<file path="config.mk">
export PLATFORM = sky130hd
export DESIGN_NAME = div_unit
export DESIGN_NICKNAME = d
export VERILOG_FILES = /design/src/rtl/div_unit.sv
export SDC_FILE = /design/constraint.sdc
export NUM_CORES = 1
export LEC_CHECK = 0
export CAP_MARGIN = 25
export CORE_ASPECT_RATIO = 0.8
export CORE_MARGIN = 5
export CORE_UTILIZATION = 32
export CTS_CLUSTER_DIAMETER = 120
export DETAILED_ROUTE_END_ITERATION = 8
export GPL_TIMING_DRIVEN = 0
export HOLD_SLACK_MARGIN = 0.1
export PLACE_DENSITY = 0.52
export SYNTH_ARGS = -nofsm -noshare
export SYNTH_HDL_FRONTEND = slang
export SYNTH_SLANG_ARGS = --single-unit
</file>
<file path="constraint.sdc">
create_clock -name clk -period 8.6 [get_ports clk]
set_clock_uncertainty 0.2 [all_clocks]
set_input_delay 0.86 -clock clk [delete_from_list [all_inputs] [get_ports clk]]
set_output_delay 0.86 -clock clk [all_outputs]
set_load 0.1 [all_outputs]
</file>
<file path="src/rtl/div_unit.sv">
// Iterative radix-2 restoring divider for RV32M DIV/DIVU/REM/REMU.
// Fixed latency: 32 CALC cycles plus one FIX cycle, with a registered result.
module div_unit #(
  parameter int WIDTH = 32
) (
  input  logic             clk,
  input  logic             rst,
  input  logic             start,
  input  logic [1:0]       op,
  input  logic [WIDTH-1:0] op1,
  input  logic [WIDTH-1:0] op2,
  input  logic             flush,
  output logic             busy,
  output logic             done,
  output logic [WIDTH-1:0] result,
  output logic             div_zero
);

  localparam int CW = $clog2(WIDTH) + 1;

  typedef enum logic [1:0] {
    IDLE,
    CALC,
    FIX
  } state_t;

  state_t state, stateNext;

  logic [CW-1:0]    cnt;
  logic [1:0]       opReg;
  logic [WIDTH-1:0] rem;
  logic [WIDTH-1:0] quo;
  logic [WIDTH-1:0] dvs;
  logic             qSign;
  logic             rSign;
  logic             zeroFlag;
  logic             ovfFlag;

  logic             isSigned;
  logic [WIDTH-1:0] abs1;
  logic [WIDTH-1:0] abs2;
  logic             lastStep;
  logic [WIDTH:0]   shifted;
  logic [WIDTH:0]   trial;
  logic [WIDTH-1:0] qFix;
  logic [WIDTH-1:0] rFix;
  logic [WIDTH-1:0] resNext;

  assign isSigned = ~op[0];
  assign abs1     = (isSigned && op1[WIDTH-1]) ? -op1 : op1;
  assign abs2     = (isSigned && op2[WIDTH-1]) ? -op2 : op2;
  assign lastStep = (cnt == CW'(WIDTH - 1));
  assign busy     = (state != IDLE);

  // Partial remainder widened by one bit so the trial subtract cannot wrap.
  assign shifted = {rem, quo[WIDTH-1]};
  assign trial   = shifted - {1'b0, dvs};

  always_comb begin
    qFix = qSign ? -quo : quo;
    rFix = rSign ? -rem : rem;
    if (zeroFlag) begin
      qFix = '1;
    end
    if (ovfFlag) begin
      qFix = {1'b1, {(WIDTH-1){1'b0}}};
      rFix = '0;
    end
    resNext = opReg[1] ? rFix : qFix;
  end

  always_ff @(posedge clk or negedge rst) begin
    if (!rst) begin
      state <= IDLE;
    end else begin
      state <= stateNext;
    end
  end

  always_comb begin
    stateNext = state;
    unique case (state)
      IDLE:    if (start) stateNext = CALC;
      CALC:    if (lastStep) stateNext = FIX;
      FIX:     stateNext = IDLE;
      default: stateNext = IDLE;
    endcase
    if (flush) begin
      stateNext = IDLE;
    end
  end

  always_ff @(posedge clk or negedge rst) begin
    if (!rst) begin
      cnt      <= '0;
      opReg    <= '0;
      rem      <= '0;
      quo      <= '0;
      dvs      <= '0;
      qSign    <= 1'b0;
      rSign    <= 1'b0;
      zeroFlag <= 1'b0;
      ovfFlag  <= 1'b0;
      done     <= 1'b0;
      result   <= '0;
      div_zero <= 1'b0;
    end else begin
      done <= 1'b0;
      case (state)
        IDLE: begin
          if (start && !flush) begin
            cnt      <= '0;
            opReg    <= op;
            rem      <= '0;
            quo      <= abs1;
            dvs      <= abs2;
            qSign    <= isSigned & (op1[WIDTH-1] ^ op2[WIDTH-1]);
            rSign    <= isSigned & op1[WIDTH-1];
            zeroFlag <= (op2 == '0);
            ovfFlag  <= isSigned
                        && (op1 == {1'b1, {(WIDTH-1){1'b0}}})
                        && (op2 == '1);
          end
        end
        CALC: begin
          if (!flush) begin
            cnt <= cnt + 1'b1;
            if (!trial[WIDTH]) begin
              rem <= trial[WIDTH-1:0];
              quo <= {quo[WIDTH-2:0], 1'b1};
            end else begin
              rem <= shifted[WIDTH-1:0];
              quo <= {quo[WIDTH-2:0], 1'b0};
            end
          end
        end
        FIX: begin
          if (!flush) begin
            result   <= resNext;
            div_zero <= zeroFlag;
            done     <= 1'b1;
          end
        end
        default: ;
      endcase
    end
  end

endmodule

</file>
After elaboration in Yosys (flattened, before gate mapping)
Cells that the tools add are included.
Cells by class
  bitwise operators: 5
  shift-type cells: 0
  divide/modulo/power cells: 0
  equality and inequality tests: 9
  $add $sub $neg: 6
  multiply operators: 0
  multiplexer cells: 25
  $lt $le $gt $ge: 0
  reductions and logical operators: 14
Operators with widths (count)
  two-way mux 32 bit: 13
  negation 32 bit: 4
  one-hot mux 32 bit (2 select lines): 2
  == test 32 bit, second input constant: 2
  subtractor 33 x 32 -> 33 bit: 1
  logical NOT 32 bit: 1
  two-way mux 6 bit: 2
  one-hot mux 6 bit (2 select lines): 1
  adder 6 x 1 -> 6 bit, second input constant: 1
  == test 6 x 5 -> 1 bit, second input constant: 1
  two-way mux 2 bit: 3
  != test 3 bit, second input constant: 2
  AND reduction 2 bit: 3
  logical AND 1 bit: 5
  != test 2 bit, second input constant: 2
  one-hot mux 2 bit (2 select lines): 1
  nonzero test 2 bit: 2
  two-way mux 1 bit: 3
  AND reduction 3 bit: 1
  bitwise AND 1 bit: 2
  == test 2 x 1 -> 1 bit, second input constant: 1
  == test 2 bit, second input constant: 1
  logical NOT 2 bit: 1
  inverter 1 bit: 2
  other kinds (2): 2
Storage, ports and cells
  register bits after elaboration: 144
  input port bits: 70
  latch bits: 0
  output and inout port bits: 35
  memories: 0
  logic and storage cells: 72
  memory bits (writable): 0
  ROM bits: 0

Depth between registers and ports, before layout
  depth after elaboration: 5
  gate-level depth with buffers: 14
  depth with buffers taken out: 12

Least setup slack after synthesis
No wires, ideal clock.
  kind: in2reg
  start point: input op1[4]
  end point: register quo[23]
  slack: 5.098 ns
  buffers on the path: 0
  library setup time: 0.083 ns
  arrival: 3.219 ns
  data required time: 8.317 ns
  stages on the path: 9
  cell sequence: or3_1 or4_1 or4_1 nor3_1 nand2_1 o21ai_0 xnor2_1 nor2_1 o21ai_0
On the way
  longest elaborated chain between the ends: 4
RTL lines
  start: declaration: line 10  | input logic [WIDTH-1:0] op1,
  negation 32 bit: line 50  | assign abs1 = (isSigned && op1[WIDTH-1]) ? -op1 : op1;
  two-way mux 32 bit: line 50
  two-way mux 32 bit: line 111  | if (start && !flush) begin
  one-hot mux 32 bit (2 select lines): line 109  | case (state)
  end signal: assignment: line 115  | quo <= abs1;
  end signal: assignment: line 130  | quo <= {quo[WIDTH-2:0], 1'b1};
  end signal: assignment: line 133  | quo <= {quo[WIDTH-2:0], 1'b0};
  end: declaration: line 32  | logic [WIDTH-1:0] quo;
No other way between the ends. The select of a mux whose other input is x is not followed.
A chain may end at the register's enable or synchronous reset.

Worst setup path after layout
  start point: register quo[31]
  end point: register quo[0]
On the way
  longest elaborated chain between the ends: 4
RTL lines
  subtractor 33 x 32 -> 33 bit: line 57  | assign trial = shifted - {1'b0, dvs};
  two-way mux 1 bit: line 128  | if (!trial[WIDTH]) begin
  two-way mux 32 bit: line 126  | if (!flush) begin
  one-hot mux 32 bit (2 select lines): line 109
No other way between the ends. The select of a mux whose other input is x is not followed.

==> results.py <==
metrics = {
    "cts": {
        "cts_max_level": 4,
        "hold_buffers": 0,
        "insertion_delay_ns": 0.44,
        "clock_path_buffers": 2,
        "ctsResizeCount": 0,
        "clkTransAtPathRegs_ns": 0.07,
        "cts_buffers": 17,
        "cts_root_buffer": "clkbuf_16",
        "cts_sinks": 143,
        "cts_tree": "built",
        "post_cts_buffers": 0,
    },
    "timing": {
        "slew_headroom_pct": 34.04,
        "hold_slack_ns": 0.2809,
        "setup_viol_count_final": 0,
        "tightest_slew_ns": 0.9864,
        "period_needed_ns": 4.215,
        "setup_tns_ns": 0,
        "rsz0062_at_grt": "false",
        "min_period_over_period_pct": 49.02,
        "final_hold_viol_count": 0,
        "report.final.slew_viol_count": 0,
        "max_freq_mhz": 237.2,
    },
    "layout": {
        "fin_nets": 1466,
        "area_growth_pct": 21.22,
        "stdcell_area_sq_um": 12560,
        "final_cell_count_no_fill": 1797,
        "final_layout_size_suffix_gt1_share_pct": 4.234,
        "nFillCells": 3314,
        "diodes": 0,
        "final_util_pct": 38.93,
    },
    "logic_synthesis": {
        "synth_top_cell_area_share_pct": 34.54,
        "synth_fp_nets": 1342,
        "async_reset_ff_share_pct": 100.0,
        "ys_types": 61,
        "yosys-top-cells-area": "dfrtp_1, xor2_1, o21ai_0",
        "synth_top_area_cell": "dfrtp_1",
        "synth_seq_cells": 143,
        "syn-cell-area_sq_um": 10360,
        "yosysSeqAreaShare_pct": 34.54,
        "synth_area_per_cell_sq_um": 8.403,
        "syn_inst": 1233,
        "synth_edf_count": 0,
        "yosys_warnings": 0,
        "synthFlopType": "dfrtp_1",
    },
    "die": {
        "die_area_sq_um": 36100,
        "die_y_um": 170.9,
        "io_pins": 105,
        "num_rows": 59,
        "core_sq_um": 32260,
        "start_util_pct": 32.12,
        "die_w_um": 211.2,
    },
    "route": {
        "drtIter0Drc": 655,
        "via_per_inst": 5.447,
        "drtPass1Iterations": 5,
        "drc_errors": 0,
        "drt_wl_total_mm": 35.20,
        "top_layer": "met4",
        "wl_met1_mm": 18.25,
        "ant_nets": 0,
        "avgRoutedWirePerCell_um": 19.59,
        "route.met2.wl_mm": 14.20,
        "wl_met3_mm": 2.107,
        "num_vias": 9789,
    },
    "power_and_ir_drop": {
        "power_density_nw_per_um2": 296.6,
        "ir_drop_mv": 0.1799,
        "p_leak_nw": 5.450,
        "switchingPower_mw": 1.724,
        "clockPowerShare_pct": 20.3,
        "switching_share_pct": 46.28,
        "p_seq_share_pct": 28.7,
        "p_int_mw": 2.001,
        "pwr-share-comb_pct": 50.9,
    },
    "critical_path": {
        "cp_max_fo": 10,
        "cpMostUsedCell": "clkbuf_1",
        "end_kind": "flop",
        "max_stage_delay_ns": 0.58,
        "required_ns": 8.69,
        "slowest_stage": "a211oi_1",
        "cp_top_family": "simple AND/OR/NAND/NOR gates",
        "path_class": "reg2reg",
        "arrival_ns": 4.31,
        "cp_num_buf_inv": 3,
        "path_cells": "inv_1, ha_1, fa_1, nor2b_1, o31a_1, nor4_1, nor2_1, a211oi_1, or4b_2, and4_1, clkbuf_1, or2_2, clkbuf_1, o221ai_1",
        "cp-start-kind": "flop",
    },
    "placed_design": {
        "portBuffers": 104,
        "dp_hpwl_mm": 28.12,
        "placed_area_sq_um": 11970,
        "gp_congestion": 0.8791,
        "dp.cells": 1765,
    },
    "run_status": {
        "status": "finished, final reports clean",
    },
    "worst_hold_path": {
        "hold_class": "reg2reg",
    },
    "grt": {
        "grt_pass1_wl_mm": 54.71,
        "gr-usage-all-layers_pct": 19.37,
        "antenna_found_initial": 0,
        "grt_pass1_vias": 9214,
        "overflow": 0,
        "grt_start_max_net_pins": 85,
    },
    "run": {
        "max_cap_viol_count": 0,
    },
}
==> cell usage after synthesis, types with 3 or more instances <==
| cell type | number |
|---|---|
| a22oi_1 | 15 |
| o21a_1 | 3 |
| and3b_1 | 3 |
| buf_2 | 4 |
| or2_2 | 8 |
| or3_1 | 17 |
| ha_1 | 38 |
| or3_4 | 3 |
| nor2_1 | 73 |
| o41ai_1 | 12 |
| nand3b_1 | 3 |
| o21bai_1 | 4 |
| nor3_1 | 15 |
| a221o_1 | 9 |
| a32oi_1 | 10 |
| dfrtp_1 | 143 |
| nand3_1 | 14 |
| nand4_1 | 14 |
| xor2_1 | 101 |
| nand2b_1 | 14 |
| a221oi_1 | 18 |
| o31ai_1 | 28 |
| nor2b_1 | 15 |
| o21ai_0 | 157 |
| a22o_1 | 10 |
| clkbuf_1 | 60 |
| o221ai_1 | 3 |
| nor4_1 | 15 |
| inv_1 | 50 |
| a311oi_1 | 3 |
| a21oi_1 | 72 |
| or4_1 | 10 |
| xnor2_1 | 45 |
| a31oi_1 | 9 |
| and3_1 | 6 |
| mux2i_1 | 24 |
| nand2_1 | 139 |
| and2_1 | 6 |
| a21o_1 | 30 |
==> layout by cell type (no fill, tap or decap), types with 4 or more instances in the layout <==
master	netlist	layout
o21ai_0	157	157
dfrtp_1	143	143
nand2_1	139	139
clkdlybuf4s50_1	0	103
xor2_1	101	101
nor2_1	73	73
a21oi_1	72	72
clkbuf_1	60	60
inv_1	50	50
xnor2_1	45	45
ha_1	38	38
a21o_1	30	30
o31ai_1	28	28
mux2i_1	24	24
a221oi_1	18	18
or3_1	17	17
clkbuf_16	0	17
nor2b_1	15	15
nor4_1	15	15
a22oi_1	15	15
nor3_1	15	15
nand2b_1	14	14
nand3_1	14	14
nand4_1	14	14
o41ai_1	12	12
or4_1	10	10
a22o_1	10	10
a32oi_1	10	10
a31oi_1	9	9
a221o_1	9	9
or2_2	8	8
inv_6	0	7
and2_1	6	6
and3_1	6	6
buf_2	4	4
o21bai_1	4	4
inv_8	0	4
==> through the flow <==
| step | worst slack (ns) | power, mW |
|---|---|---|
| 5_1_grt | 4.111 | 3.980 |
| 3_3_place_gp | 0.2457 | 2.933 |
| 4_1_cts | 4.421 | 3.713 |
| 3_5_place_dp | 4.146 | 2.944 |
| 6_report | 4.385 | 3.725 |
| 2_1_floorplan | 5.098 | 2.367 |
==> cell type report <==
type	instances	area, sq um	share of cell area [%]
Clock inverter	15	168.9	1.345
Buffer	66	252.7	2.012
Inverter	50	187.7	1.494
Clock buffer	17	425.4	3.387
Sequential cell	143	3578	28.49
Timing Repair Buffer	105	1070	8.518
Tap cell	427	534.3	4.254
Multi-Input combinational cell	974	6342	50.50
==> power by group through the flow <==
stage                     Combinational (mW)  Sequential, mW  Clock [mW]
after global placement                  1.86            1.07           0
final                                   1.90            1.07       0.758
after CTS                               1.88            1.06       0.771
after global routing                    2.09            1.09       0.799
after floorplan                         1.40           0.962           0
after detailed placement                1.87            1.07           0
==> path summary, 6_finish.rpt <==
| check | from | endpoint | slack [ns] | cells past startpoint |
|---|---|---|---|---|
| worst min register to register | result[21] | result[21] | 0.28 | 1 |
| min in group asynchronous | rst | done | 0.30 | 1 |
| max in group asynchronous | rst | dvs[1] | 7.10 | 2 |
| worst max-delay path | quo[31] | quo[0] | 4.38 | 14 |
| worst max register to register | quo[31] | quo[0] | 4.38 | 14 |
| worst min-delay path | result[21] | result[21] | 0.28 | 1 |
==> sequential cells by signal, summed over array words and instances (netlist names) <==
| name | count |
|---|---|
| div_zero | 1 |
| rem | 32 |
| rSign | 1 |
| done | 1 |
| dvs | 32 |
| cnt | 6 |
| state | 2 |
| opReg | 1 |
| qSign | 1 |
| result | 32 |
| ovfFlag | 1 |
| quo | 32 |
| zeroFlag | 1 |
==> kinds of logic after synthesis <==
| family | after synthesis | share of synthesized area (%) |
|---|---|---|
| AOI/OAI and AO/OA | 398 | 24.26 |
| xor gates and xnor gates | 146 | 12.34 |
| adders and majority gates | 39 | 4.782 |
| buffers and inverters | 116 | 4.251 |
| DFF | 143 | 34.54 |
| muxes | 26 | 2.536 |
| and+or+nand+nor | 365 | 17.29 |
==> layer usage <==
| layer | track usage, % | vias up |
|---|---|---|
| met3 | 3.336 | 34 |
| li1 | - | 4731 |
| met5 | 0 | - |
| met1 | 30.55 | 4716 |
| met4 | 4.790 | 0 |
| met2 | 27.14 | 308 |
Power figures use the tool's default switching activity.
